File: config.mk
export PLATFORM = sky130hd
export DESIGN_NAME = serial_add_sub
export DESIGN_NICKNAME = d
export VERILOG_FILES = /design/src/rtl/serial_add_sub.sv
export SDC_FILE = /design/constraint.sdc
export NUM_CORES = 1
export LEC_CHECK = 0
export BUFFER_PORTS_ARGS = -buffer_cell sky130_fd_sc_hd__buf_2
export CAP_MARGIN = 15
export CORE_ASPECT_RATIO = 1.1
export CORE_UTILIZATION = 30
export DETAILED_ROUTE_END_ITERATION = 12
export HOLD_SLACK_MARGIN = 0.02
export PLACE_DENSITY_LB_ADDON = 0.15
export SLEW_MARGIN = 10
export SYNTH_ARGS = -nofsm -noshare
export SYNTH_HDL_FRONTEND = slang
export SYNTH_SLANG_ARGS = --single-unit
export TNS_END_PERCENT = 1
File: constraint.sdc
create_clock -name clk -period 1.7 [get_ports clk]
set_input_delay 0.17 -clock clk [delete_from_list [all_inputs] [get_ports clk]]
set_output_delay 0.17 -clock clk [all_outputs]
set_load 0.05 [all_outputs]
File: src/rtl/serial_add_sub.sv
// serial_add_sub: bit-serial adder/subtractor, one bit per clock.
// A single full-adder cell plus carry flop; start/busy/done handshake.
module serial_add_sub #(
    parameter int WIDTH = 8
) (
    input  logic             clk,
    input  logic             rst_n,
    input  logic             start,
    input  logic             sub,
    input  logic [WIDTH-1:0] a,
    input  logic [WIDTH-1:0] b,
    input  logic             c_in,
    output logic             busy,
    output logic             done,
    output logic [WIDTH-1:0] sum,
    output logic             c_out,
    output logic             overflow
);

    localparam int CW = $clog2(WIDTH);
    localparam logic [CW-1:0] LAST = CW'(WIDTH - 1);

    typedef enum logic [1:0] {
        IDLE,
        RUN,
        DONE
    } state_t;

    state_t state;
    state_t state_next;

    logic [WIDTH-1:0] sh_a;
    logic [WIDTH-1:0] sh_b;
    logic [WIDTH-1:0] acc;
    logic [CW-1:0]    cnt;
    logic             carry;

    logic fa_s;
    logic fa_c;
    logic last_bit;

    // Full-adder cell on the LSBs of the shift registers.
    always_comb begin
        fa_s     = sh_a[0] ^ sh_b[0] ^ carry;
        fa_c     = (sh_a[0] & sh_b[0]) | (carry & (sh_a[0] ^ sh_b[0]));
        last_bit = (cnt == LAST);
    end

    // State register.
    always_ff @(posedge clk or negedge rst_n) begin
        if (!rst_n) begin
            state <= IDLE;
        end else begin
            state <= state_next;
        end
    end

    // Next-state and handshake outputs; start outside IDLE is dropped.
    always_comb begin
        state_next = state;
        busy       = 1'b0;
        done       = 1'b0;
        unique case (state)
            IDLE: begin
                if (start) begin
                    state_next = RUN;
                end
            end
            RUN: begin
                busy = 1'b1;
                if (last_bit) begin
                    state_next = DONE;
                end
            end
            DONE: begin
                done       = 1'b1;
                state_next = IDLE;
            end
            default: begin
                state_next = IDLE;
            end
        endcase
    end

    // Operand load, serial shift, and result capture on the last bit.
    always_ff @(posedge clk or negedge rst_n) begin
        if (!rst_n) begin
            sh_a     <= '0;
            sh_b     <= '0;
            acc      <= '0;
            cnt      <= '0;
            carry    <= 1'b0;
            sum      <= '0;
            c_out    <= 1'b0;
            overflow <= 1'b0;
        end else begin
            unique case (state)
                IDLE: begin
                    if (start) begin
                        sh_a  <= a;
                        sh_b  <= sub ? ~b : b;
                        carry <= sub ? ~c_in : c_in;
                        cnt   <= '0;
                    end
                end
                RUN: begin
                    acc   <= {fa_s, acc[WIDTH-1:1]};
                    sh_a  <= {1'b0, sh_a[WIDTH-1:1]};
                    sh_b  <= {1'b0, sh_b[WIDTH-1:1]};
                    carry <= fa_c;
                    cnt   <= cnt + 1'b1;
                    if (last_bit) begin
                        sum      <= {fa_s, acc[WIDTH-1:1]};
                        c_out    <= fa_c;
                        overflow <= carry ^ fa_c;
                    end
                end
                default: begin
                end
            endcase
        end
    end

endmodule
==> metrics.yaml <==
peakVddDrop_v: 0.000660
m1WireLength_um: 1710
cap_violations: 0
firstDrtPassIters: 6
dieArea_um2: 6350
final-setup-viol-count: 0
cp.required_ns: 1.53
grt_setup_unrepaired: "false"
diodes: 0
hold_class: "input pin to flip-flop"
synth-edff-count: 0
dr_wl_met3_um: 157
crit_path_top_delay_cell: "dfrtp_2"
cp-startpoint: "state[1]"
grt.total_usage: 0.128
avgSynthCellArea_um2: 11.8
vias_per_cell: 4.75
synth.yosys.seq_area_share: 0.539
fp.dieH_um: 83.5
cts_setup_buffers: 0
io_buffers: 32
relSlewSlack: 0.660
antenna_found_initial: 0
cts_root_buffer: "clkbuf_8"
grt_pass1_wl_um: 6400
netlist.area_leader.share: 0.539
async_flop_share: 1.00
cp.arrival_ns: 1.41
cts_made_buffers: 5
status: "finished, final reports clean"
grt_max_degree: 40
power_leakage_uw: 0.00101
synth_top_area_cell: "dfrtp_1"
rrSetupSlack_ns: 0.16
fin_skew_ns: 0.00500
synthTopCellsByArea: "dfrtp_1, mux2_1, xnor2_1, a22oi_1, nor2b_1"
synth_cell_types: 30
worstReg2RegStart: "cnt[0]"
route.vias.total: 1278
yosysWarnings: 0
dpl_worst_slack_ns: 0.138
synthCells: 153
fin_crit_ns: 1.58
synthFlopType: "dfrtp_1"
worstPathCellList: "nor2b_1 -> buf_4 -> buf_2"
finalHoldViolCount: 0
slowest_delay_ns: 0.48
design_area_um2: 2200
pwr_density_cell_nw_per_um2: 1780
post-route-period-util: 0.931
worstHoldStart: "a[1]"
detail_route.iter0.violations: 62
startpoint_type: "flip-flop"
synth.ff_latch_count: 39
route.met2.wl_um: 1710
grt_pass1_vias: 1331
syn_nets: 177
fill_cells: 591
layout_setup_ws_ns: 0.117
crit_buf_inv: 2
r2r_cells: 4
worstSetupPathType: "flip-flop to primary output"
pin_count: 33
placed_area_um2: 2070
netlist_top_cells_count: "dfrtp_1, mux2_1, nand2_1, o21ai_1, nor2b_1"
start_util: 0.312
synth.most_common_cell: "dfrtp_1"
clock_latency_ns: 0.29
fin_nets: 215
dp_hpwl_um: 2640
power_uw: 3900
r2r_end: "sum[4]"
ant_nets: 0
wl_per_cell_um: 13.5
netlist_area_um2: 1810
gp_congestion: 0.706
cts_tree: "yes"
area_delta_synth_final_pct: 21.4
fin_setup_tns_ns: 0
drive_above_1_share: 0.286
crit_fanout: 10
hold-path-cell-count: 3
clkTransAtPathRegs_ns: 0.07
clock_sinks: 39
gr-total-overflow: 0
drc: 0
cts_max_level: 2
fp.coreArea_um2: 5810
hold_path_end: "sh_a[1]"
fmax_mhz: 632
drt-total-wl_um: 3630
rows: 29
cts.path.max_buffers: 2
dieWidth_um: 76.1
finalMaxSlewViolations: 0
tightest_slew_ns: 0.510
crit_path_end_kind: "primary output"
highest_layer: "met4"
crit_family: "buffers and inverters"
where the power goes:
| part | switching (uW) | internal, uW | total (uW) |
|---|---|---|---|
| clock network | 322 | 437 | 759 |
| registers | 256 | 1320 | 1570 |
| logic | 956 | 618 | 1570 |
| total | 1530 | 2370 | 3900 |
final cells by class:
| cell class | instances | area (um^2) | area share |
|---|---|---|---|
| Timing Repair Buffer | 42 | 238 | 0.108 |
| Multi-Input combinational cell | 100 | 762 | 0.347 |
| Inverter | 3 | 11.3 | 0.00513 |
| Clock inverter | 3 | 43.8 | 0.0199 |
| Tap cell | 77 | 96.3 | 0.0438 |
| Clock buffer | 5 | 68.8 | 0.0313 |
| Sequential cell | 39 | 977 | 0.445 |
what timing repair did:
action / in CTS / in global routing
setup endpoints to repair: 0 / 2
resized for setup: 0 / 1
hold buffers: 1 / 0
hold endpoints to repair: 39 / 0
logic make-up after synthesis:
family | count (synthesis) | share of synthesized area
AOI/OAI and AO/OA | 40 | 0.153
DFF | 39 | 0.539
and+or+nand+nor | 29 | 0.0829
muxes | 18 | 0.111
buffers and inverters | 14 | 0.0401
xor gates and xnor gates | 10 | 0.0484
adders and majority gates | 3 | 0.0249
per-layer routing:
| metal | global-route usage | vias up |
|---|---|---|
| met5 | 0 | - |
| met4 | 0.0472 | 0 |
| met3 | 0.0328 | 5 |
| met2 | 0.203 | 30 |
| met1 | 0.168 | 629 |
| li1 | - | 614 |
worst max-delay path by stage:
| stage | endpoint | slack (ns) | cells past startpoint |
|---|---|---|---|
| finish | busy | 0.12 | 3 |
| detailed placement | sum[4] | 0.14 | 4 |
| CTS | done | 0.07 | 3 |
| global route | busy | 0.02 | 3 |
| global placement | sum[3] | 0.18 | 4 |
| floorplan | done | 0.06 | 3 |
cell usage in the layout, fill, tap and decap left out, types with 2 or more instances in the layout:
cell / n
a21oi_1: 8
a221o_1: 2
a22o_1: 2
a22oi_1: 9
buf_2: 32
buf_4: 9
clkbuf_8: 5
dfrtp_1: 38
ha_1: 2
inv_1: 2
mux2_1: 16
nand2_1: 13
nor2_1: 3
nor2b_1: 10
o211ai_1: 2
o21ai_1: 11
o221ai_1: 4
xnor2_1: 9
state kept, by name, indices dropped and copies added, names as in the netlist, 2 cells and up:
| name | count |
|---|---|
| acc | 7 |
| cnt | 3 |
| sh_a | 8 |
| sh_b | 8 |
| state | 2 |
| sum | 8 |
through the flow:
step / cells / hold WS, ns / utilization
floorplan: 153 / -0.126 / -
global placement: 260 / 0.251 / 0.357
detailed placement: 260 / 0.261 / 0.357
CTS: 269 / 0.139 / 0.378
global route: 269 / 0.151 / 0.378
finish: 269 / 0.145 / 0.378
worst register-to-register path: stages, from the launching register on:
cell and delay, ns:
dfrtp_1 0.39, ha_1 0.20, ha_1 0.20, nand3b_2 0.28
mux2_1 0.37
Note: power is estimated with default switching activity, not from simulation.
